`src/rtl/delta_pkg.sv`:
```
// -----------------------------------------------------------------------------
// delta_pkg
// Shared types and constants for the delta event packer.
//   - evt_entry_t : one queued change event (channel, value, optional timestamp)
//   - state_t     : packet FSM state encoding
//   - header tag / format-bit constants and the header builder function
// Optional build macro: DELTA_PACKER_TIMESTAMP_EN (adds ts field and ST_TS).
// -----------------------------------------------------------------------------
package delta_pkg;

  localparam int         NUM_CH          = 4;
  localparam logic [3:0] HDR_TAG_DEFAULT = 4'hA;
  localparam logic [1:0] HDR_FMT_BASIC   = 2'b00;  // 2-byte packet: HDR, DATA
  localparam logic [1:0] HDR_FMT_TS      = 2'b01;  // 3-byte packet: HDR, DATA, TS
  localparam logic [3:0] DROP_CNT_MAX    = 4'hF;

  typedef struct packed {
`ifdef DELTA_PACKER_TIMESTAMP_EN
    logic [7:0] ts;
`endif
    logic [1:0] ch;
    logic [7:0] data;
  } evt_entry_t;

  typedef enum logic [1:0] {
    ST_IDLE = 2'b00,
    ST_HDR  = 2'b01,
`ifdef DELTA_PACKER_TIMESTAMP_EN
    ST_TS   = 2'b11,
`endif
    ST_DATA = 2'b10
  } state_t;

  // Header byte layout: {tag nibble, format bits, channel index}
  function automatic logic [7:0] make_header(input logic [3:0] tag,
                                             input logic [1:0] fmt,
                                             input logic [1:0] ch);
    return {tag, fmt, ch};
  endfunction

endpackage

```
`src/rtl/delta_event_packer_if.sv`:
```
// -----------------------------------------------------------------------------
// delta_event_packer_if
// Event input and byte-stream output of the packer bundled as one interface.
//   evt_valid/evt_ch/evt_data : change event from the detector (single-cycle)
//   out_data/out_valid        : packet byte toward the consumer
//   out_ready                 : consumer accepts the byte
// Modports: master = environment (detector + consumer), slave = packer.
// -----------------------------------------------------------------------------
interface delta_event_packer_if;
  logic       evt_valid;
  logic [1:0] evt_ch;
  logic [7:0] evt_data;
  logic [7:0] out_data;
  logic       out_valid;
  logic       out_ready;

  modport master (
    output evt_valid, evt_ch, evt_data, out_ready,
    input  out_data, out_valid
  );

  modport slave (
    input  evt_valid, evt_ch, evt_data, out_ready,
    output out_data, out_valid
  );
endinterface

```
`src/rtl/delta_evt_fifo.sv`:
```
// -----------------------------------------------------------------------------
// delta_evt_fifo
// Event FIFO with combinational head read and drop accounting.
//   clk, rst_n   : clock, async active-low reset
//   push_i       : event offered this cycle
//   entry_i      : event contents
//   pop_i        : remove head entry (only issued when non-empty)
//   clear_ovf_i  : clear sticky overflow and drop counter
//   head_o       : current head entry (valid when count_o != 0)
//   count_o      : occupied entries
//   empty_o      : no entries
//   ovf_o        : sticky, an event was dropped
//   drop_cnt_o   : saturating dropped-event count
// -----------------------------------------------------------------------------
module delta_evt_fifo
  import delta_pkg::*;
#(
  parameter int DEPTH = 4
) (
  input  logic                     clk,
  input  logic                     rst_n,
  input  logic                     push_i,
  input  evt_entry_t               entry_i,
  input  logic                     pop_i,
  input  logic                     clear_ovf_i,
  output evt_entry_t               head_o,
  output logic [$clog2(DEPTH):0]   count_o,
  output logic                     empty_o,
  output logic                     ovf_o,
  output logic [3:0]               drop_cnt_o
);

  localparam int PTR_W = $clog2(DEPTH);
  localparam int CNT_W = PTR_W + 1;
  localparam logic [CNT_W-1:0] FULL_CNT = CNT_W'(DEPTH);

  evt_entry_t             mem_q [DEPTH];
  logic [PTR_W-1:0]       wr_ptr_q, wr_ptr_d;
  logic [PTR_W-1:0]       rd_ptr_q, rd_ptr_d;
  logic [CNT_W-1:0]       count_q, count_d;
  logic                   ovf_q, ovf_d;
  logic [3:0]             drop_q, drop_d;
  logic                   full_s;
  logic                   accept_s;
  logic                   drop_s;

  assign full_s   = (count_q == FULL_CNT);
  // A pop in the same cycle frees a slot, so a full FIFO still accepts.
  assign accept_s = push_i & (~full_s | pop_i);
  assign drop_s   = push_i & full_s & ~pop_i;

  assign head_o     = mem_q[rd_ptr_q];
  assign count_o    = count_q;
  assign empty_o    = (count_q == CNT_W'(0));
  assign ovf_o      = ovf_q;
  assign drop_cnt_o = drop_q;

  // Next-state for pointers, occupancy and drop accounting
  always_comb begin
    wr_ptr_d = wr_ptr_q;
    rd_ptr_d = rd_ptr_q;
    count_d  = count_q;
    ovf_d    = ovf_q;
    drop_d   = drop_q;

    if (accept_s) begin
      wr_ptr_d = wr_ptr_q + PTR_W'(1);
    end else begin
      wr_ptr_d = wr_ptr_q;
    end

    if (pop_i) begin
      rd_ptr_d = rd_ptr_q + PTR_W'(1);
    end else begin
      rd_ptr_d = rd_ptr_q;
    end

    case ({accept_s, pop_i})
      2'b10:   count_d = count_q + CNT_W'(1);
      2'b01:   count_d = count_q - CNT_W'(1);
      default: count_d = count_q;
    endcase

    // A drop coinciding with a clear wins and restarts the count at 1.
    if (drop_s) begin
      ovf_d = 1'b1;
      if (clear_ovf_i) begin
        drop_d = 4'd1;
      end else if (drop_q != DROP_CNT_MAX) begin
        drop_d = drop_q + 4'd1;
      end else begin
        drop_d = drop_q;
      end
    end else if (clear_ovf_i) begin
      ovf_d  = 1'b0;
      drop_d = 4'd0;
    end else begin
      ovf_d  = ovf_q;
      drop_d = drop_q;
    end
  end

  // Control state registers
  always_ff @(posedge clk or negedge rst_n) begin
    if (!rst_n) begin
      wr_ptr_q <= '0;
      rd_ptr_q <= '0;
      count_q  <= '0;
      ovf_q    <= 1'b0;
      drop_q   <= 4'd0;
    end else begin
      wr_ptr_q <= wr_ptr_d;
      rd_ptr_q <= rd_ptr_d;
      count_q  <= count_d;
      ovf_q    <= ovf_d;
      drop_q   <= drop_d;
    end
  end

  // Entry storage; contents are only read while occupied, so no reset
  always_ff @(posedge clk) begin
    if (accept_s) begin
      mem_q[wr_ptr_q] <= entry_i;
    end
  end

endmodule

```
`src/rtl/delta_event_packer.sv`:
```
// -----------------------------------------------------------------------------
// delta_event_packer
// Queues change events and drains them as byte packets over valid/ready.
//   clk, rst_n     : clock, async active-low reset
//   bus (slave)    : evt_valid/evt_ch/evt_data in, out_data/out_valid/out_ready
//   fifo_count_o   : occupied FIFO entries
//   ovf_o          : sticky, at least one event dropped
//   drop_cnt_o     : saturating dropped-event count (0..15)
//   clear_ovf_i    : clear ovf_o and drop_cnt_o on the next edge
// Packet: header {HDR_TAG, fmt, ch} then data byte.
// Optional build macro DELTA_PACKER_TIMESTAMP_EN: adds an 8-bit free-running
// timestamp captured at push and sent as a third byte; header fmt = 2'b01.
// -----------------------------------------------------------------------------
module delta_event_packer
  import delta_pkg::*;
#(
  parameter int         DEPTH   = 4,
  parameter logic [3:0] HDR_TAG = HDR_TAG_DEFAULT
) (
  input  logic                    clk,
  input  logic                    rst_n,
  delta_event_packer_if.slave     bus,
  output logic [$clog2(DEPTH):0]  fifo_count_o,
  output logic                    ovf_o,
  output logic [3:0]              drop_cnt_o,
  input  logic                    clear_ovf_i
);

  localparam int CNT_W = $clog2(DEPTH) + 1;
`ifdef DELTA_PACKER_TIMESTAMP_EN
  localparam logic [1:0] HDR_FMT = HDR_FMT_TS;
`else
  localparam logic [1:0] HDR_FMT = HDR_FMT_BASIC;
`endif

  state_t      state_q, state_d;
  evt_entry_t  entry_s;
  evt_entry_t  head_s;
  logic        empty_s;
  logic        pop_s;
  logic        remain_s;

`ifdef DELTA_PACKER_TIMESTAMP_EN
  logic [7:0]  ts_q;

  // Free-running timestamp, wraps 255 -> 0
  always_ff @(posedge clk or negedge rst_n) begin
    if (!rst_n) begin
      ts_q <= 8'd0;
    end else begin
      ts_q <= ts_q + 8'd1;
    end
  end

  assign entry_s = '{ts: ts_q, ch: bus.evt_ch, data: bus.evt_data};
`else
  assign entry_s = '{ch: bus.evt_ch, data: bus.evt_data};
`endif

  delta_evt_fifo #(.DEPTH(DEPTH)) u_fifo (
    .clk         (clk),
    .rst_n       (rst_n),
    .push_i      (bus.evt_valid),
    .entry_i     (entry_s),
    .pop_i       (pop_s),
    .clear_ovf_i (clear_ovf_i),
    .head_o      (head_s),
    .count_o     (fifo_count_o),
    .empty_o     (empty_s),
    .ovf_o       (ovf_o),
    .drop_cnt_o  (drop_cnt_o)
  );

  // Entries left after popping the head: at count 1 the FIFO is never full,
  // so a simultaneous event is always accepted and keeps the stream going.
  assign remain_s = (fifo_count_o > CNT_W'(1)) | bus.evt_valid;

  // Packet FSM next-state and byte output decode
  always_comb begin
    state_d       = state_q;
    pop_s         = 1'b0;
    bus.out_valid = 1'b0;
    bus.out_data  = 8'h00;
    case (state_q)
      ST_IDLE: begin
        if (!empty_s) begin
          state_d = ST_HDR;
        end else begin
          state_d = ST_IDLE;
        end
      end
      ST_HDR: begin
        bus.out_valid = 1'b1;
        bus.out_data  = make_header(HDR_TAG, HDR_FMT, head_s.ch);
        if (bus.out_ready) begin
          state_d = ST_DATA;
        end else begin
          state_d = ST_HDR;
        end
      end
      ST_DATA: begin
        bus.out_valid = 1'b1;
        bus.out_data  = head_s.data;
        if (bus.out_ready) begin
`ifdef DELTA_PACKER_TIMESTAMP_EN
          state_d = ST_TS;
`else
          pop_s   = 1'b1;
          state_d = remain_s ? ST_HDR : ST_IDLE;
`endif
        end else begin
          state_d = ST_DATA;
        end
      end
`ifdef DELTA_PACKER_TIMESTAMP_EN
      ST_TS: begin
        bus.out_valid = 1'b1;
        bus.out_data  = head_s.ts;
        if (bus.out_ready) begin
          pop_s   = 1'b1;
          state_d = remain_s ? ST_HDR : ST_IDLE;
        end else begin
          state_d = ST_TS;
        end
      end
`endif
      default: begin
        state_d = ST_IDLE;
      end
    endcase
  end

  // FSM state register; reset abandons any packet in flight
  always_ff @(posedge clk or negedge rst_n) begin
    if (!rst_n) begin
      state_q <= ST_IDLE;
    end else begin
      state_q <= state_d;
    end
  end

endmodule

```
`src/flat_wrapper.sv`:
```
// flat-port wrapper written by rule: the top's interface ports become plain ports
module delta_event_packer_flat import delta_pkg::*;
#(
  parameter int         DEPTH   = 4,
  parameter logic [3:0] HDR_TAG = HDR_TAG_DEFAULT
)
  (clk, rst_n, fifo_count_o, ovf_o, drop_cnt_o, clear_ovf_i, bus_evt_valid, bus_evt_ch, bus_evt_data, bus_out_ready, bus_out_data, bus_out_valid);
  delta_event_packer_if bus_i ();
  input  logic clk;
  input  logic rst_n;
  output logic [$clog2(DEPTH):0] fifo_count_o;
  output logic ovf_o;
  output logic [3:0] drop_cnt_o;
  input  logic clear_ovf_i;
  input wire logic [$bits(bus_i.evt_valid)-1:0] bus_evt_valid;
  input wire logic [$bits(bus_i.evt_ch)-1:0] bus_evt_ch;
  input wire logic [$bits(bus_i.evt_data)-1:0] bus_evt_data;
  input wire logic [$bits(bus_i.out_ready)-1:0] bus_out_ready;
  output wire logic [$bits(bus_i.out_data)-1:0] bus_out_data;
  output wire logic [$bits(bus_i.out_valid)-1:0] bus_out_valid;
  assign bus_i.evt_valid = bus_evt_valid;
  assign bus_i.evt_ch = bus_evt_ch;
  assign bus_i.evt_data = bus_evt_data;
  assign bus_i.out_ready = bus_out_ready;
  assign bus_out_data = bus_i.out_data;
  assign bus_out_valid = bus_i.out_valid;
  delta_event_packer #(.DEPTH(DEPTH), .HDR_TAG(HDR_TAG)) u_core (.clk(clk), .rst_n(rst_n), .bus(bus_i), .fifo_count_o(fifo_count_o), .ovf_o(ovf_o), .drop_cnt_o(drop_cnt_o), .clear_ovf_i(clear_ovf_i));
endmodule
```
`config.mk`:
```
export PLATFORM = sky130hd
export DESIGN_NAME = delta_event_packer_flat
export DESIGN_NICKNAME = d
export VERILOG_FILES = /design/src/rtl/delta_pkg.sv /design/src/rtl/delta_event_packer_if.sv /design/src/rtl/delta_evt_fifo.sv /design/src/rtl/delta_event_packer.sv /design/src/flat_wrapper.sv
export SDC_FILE = /design/constraint.sdc
export NUM_CORES = 1
export LEC_CHECK = 0
export BUFFER_PORTS_ARGS = -buffer_cell sky130_fd_sc_hd__buf_4
export CORE_AREA = 2 2 66 68
export DETAILED_ROUTE_END_ITERATION = 10
export DIE_AREA = 0 0 68 70
export PLACE_DENSITY = 0.81
export RECOVER_POWER = 50
export SLEW_MARGIN = 10
export SYNTH_ARGS = -nofsm -noshare
export SYNTH_HDL_FRONTEND = slang
export SYNTH_HIERARCHICAL = 1
export SYNTH_SLANG_ARGS = --single-unit
```
`constraint.sdc`:
```
create_clock -name clk -period 4.96 [get_ports clk]
set_input_delay 0 -clock clk [delete_from_list [all_inputs] [get_ports clk]]
set_output_delay 0 -clock clk [all_outputs]
set_load 0.02 [all_outputs]
```
==> out/results.tsv <==
metric	value	unit
status	completed	
worst r2r dst	u_core/u_fifo/mem_q[3][3]	
arrival time worst endpoint	2.48	ns
# IOs	32	
vias in the first global route	1401	
ratio of cells with drive above 1 in the final layout	18.8	%
sequential share of power	47.2	%
switching power	516	uW
IO Port Bufs	31	
Synth area leader	edfxtp_1	
final cell count without fillers	244	
H-tree Lvls	2	
Yosys reg bits	54	
top-area cell type share of the netlist area	50.6	%
fin. max-slew vios	0	
row cnt	24	
clock share of power	15.1	%
GR Layer Usage met2	31.3	%
DR pass1 iterations	4	
TritonCTS clock tree	done	
leading post-synthesis cells by cell area	edfxtp_1, dfrtp_1, mux4_2	
endpoint of the worst hold path	u_core/u_fifo/wr_ptr_q[1]	
Via density	5.68	
most frequent cells in the layout	edfxtp_1, clkbuf_1, dfrtp_1	
GRT Resource Usage Total	19.2	%
Setup TNS	0	ns
placed cell count	223	
initial antenna violation count	0	
critical path class	flop to flop	
sequential share of the synthesized area	65.3	%
CP startpoint kind	flop	
count of final setup violators	0	
Setup Skew	0.00618	ns
Comb pwr share	37.7	%
Hold Path Origin	bus_evt_valid	
n_diodes	0	
detailed-route via count	1386	
f_max	402	MHz
WHS Path Cells	3	
area growth from synthesis to layout	17.2	%
WL/cell	16.9	um
DRT iter0 DRCs	63	
post_cts resized	0	
CTS Sinks	54	
Worst-Skew Late Latency	0.30	ns
dpl cell area	2640	um^2
die width	68	um
reg2reg path depth	5	
Leak Pwr	1.04	nW
Max Cap Viol	0	
Synth cell types	35	
P_int	964	uW
Rel. slew slack	46.0	%
die area	4760	um^2
GR Util met1	25.7	%
r2r startpoint	u_core/state_q[0]	
Synth Net Count	170	
first-pass GRT wire length	6700	um
CTS buffer count	5	
busiest grt layer	met2	
Longest Clk Path Bufs	2	
synthesized instance count	145	
CTS root buffer	clkbuf_8	
GR Layer Usage met3	4.99	%
clk slew on worst S/H paths	0.08	ns
Routed Antenna Nets	0	
Syn Area/Cell	16.4	um^2
Worst Path Required	4.95	ns
setup repair after global routing missed its margin	no	
Slew @ Worst Pin	0.810	ns
Ys Warns	6	
worst hold slack	0.0382	ns
DRC	0	
fin crit share	50.2	%
largest net degree at the start of global routing	16	
most common cell after layout, fill and taps aside	edfxtp_1	
Final GP Congestion	0.855	
mapped cell area	2370	um^2
Nets	216	
Hold/Removal Path Class	input port to flop	
filler cell count	293	
crit path time final	2.49	ns
cell area after layout	2780	um^2
grt ovf	0	
initial core utilization	57.3	%
Detailed Route WL	4130	um
die height	70	um
PD cells	532	nW/um^2
DP HPWL	2910	um
maximum vdd drop	253	uV
core area	4140	um^2
R2R Setup Slk	2.47	ns
Final Hold Vio Count	0	
sw frac	34.8	%
Crit. End Element	flop	
CP Max Fanout	11	
-- power groups by stage --
stage | Clock [mW] | Sequential, mW | Combinational, mW
6_report | 0.223 | 0.698 | 0.558
5_1_grt | 0.245 | 0.716 | 0.608
4_1_cts | 0.230 | 0.701 | 0.581
3_5_place_dp | 0 | 0.711 | 0.570
3_3_place_gp | 0 | 0.705 | 0.545
2_1_floorplan | 0 | 0.681 | 0.410
-- how the worst max path moves through the flow --
stage | end | start | slack, ns
5_1_grt | u_core/u_fifo/mem_q[2][5] | u_core/state_q[0] | 2.38
6_report | u_core/u_fifo/mem_q[3][3] | u_core/state_q[0] | 2.47
2_1_floorplan | u_core/u_fifo/mem_q[0][0] | u_core/state_q[0] | 2.78
4_1_cts | u_core/u_fifo/mem_q[0][8] | u_core/state_q[0] | 2.45
3_5_place_dp | u_core/u_fifo/mem_q[0][8] | u_core/state_q[0] | 2.46
3_3_place_gp | u_core/u_fifo/mem_q[0][2] | u_core/state_q[0] | 2.56
-- sequential cells by signal, indices dropped and copies added (netlist names) --
register                  cells
u_core/u_fifo/mem_q          40
u_core/u_fifo/drop_cnt_o      4
u_core/u_fifo/count_o         3
u_core/state_q                2
u_core/u_fifo/rd_ptr_q        2
u_core/u_fifo/wr_ptr_q        2
u_core/u_fifo/ovf_o           1
-- metrics by stage --
| step | setup slack [ns] | total power, mW | util (%) |
|---|---|---|---|
| 5_1_grt | 2.38 | 1.57 | 67.2 |
| 3_3_place_gp | 2.56 | 1.25 | 63.8 |
| 3_5_place_dp | 2.46 | 1.28 | 63.8 |
| 4_1_cts | 2.45 | 1.51 | 68.9 |
| 6_report | 2.47 | 1.48 | 67.2 |
| 2_1_floorplan | 2.78 | 1.09 | - |
-- worst max-delay path, cell delays in order (launching register included) --
cell and delay [ns]:
dfrtp_1 0.38, inv_1 0.07, ha_1 0.34, and2_2 0.29
or4b_1 0.68, and3_1 0.42
-- metal layers --
metal,vias to the layer above,routed length (um)
li1,643,-
met1,680,1750
met2,53,2120
met3,10,199
met4,0,58
met5,-,0
-- synth_stat cells --
cell type,instances
clkbuf_1,2
mux4_2,10
edfxtp_1,40
and2_2,5
a21oi_1,2
ha_1,9
dfrtp_1,14
a211oi_1,1
nand2b_1,7
inv_1,8
xor2_1,2
a31oi_1,4
nand3b_1,1
and3_1,5
o22ai_1,1
o311ai_1,1
buf_6,1
nor3_1,1
o211ai_1,1
a311oi_2,1
xnor2_1,3
nor4b_2,1
a22oi_1,2
fa_1,1
nand3_1,1
buf_2,2
nand2_1,2
a311oi_1,1
o31ai_1,1
or4b_1,1
mux2i_1,2
nor2b_1,5
nor2_1,3
mux2_2,1
o21ai_1,3
-- what timing repair did --
item                      in CTS  in global routing
hold endpoints to repair      58                  0
hold buffers                  13                  0
buffers inserted               0                  0
-- area by class of cell --
type	instances	area (um^2)	share of cell area (%)
Clock buffer	6	72.6	2.61
Sequential cell	54	1550	55.7
Clock inverter	2	8.76	0.315
Tap cell	52	65.1	2.34
Inverter	8	30.0	1.08
Multi-Input combinational cell	78	764	27.5
Timing Repair Buffer	44	292	10.5
-- cell families (layout without fill, tap and decap cells) --
logic type               after synthesis  in the layout  share of synthesized area (%)
AND/OR/NAND/NOR                       32             32                           8.64
adder cells (fa/ha/maj)               10             10                           5.58
buffers and inverters                 13             60                           2.48
AO/OA/AOI/OAI                         18             18                           5.32
XOR/XNOR                               5              5                           1.84
flip-flops                            54             54                           65.3
multiplexers                          13             13                           10.8
Note: power is estimated with default switching activity, not from simulation.
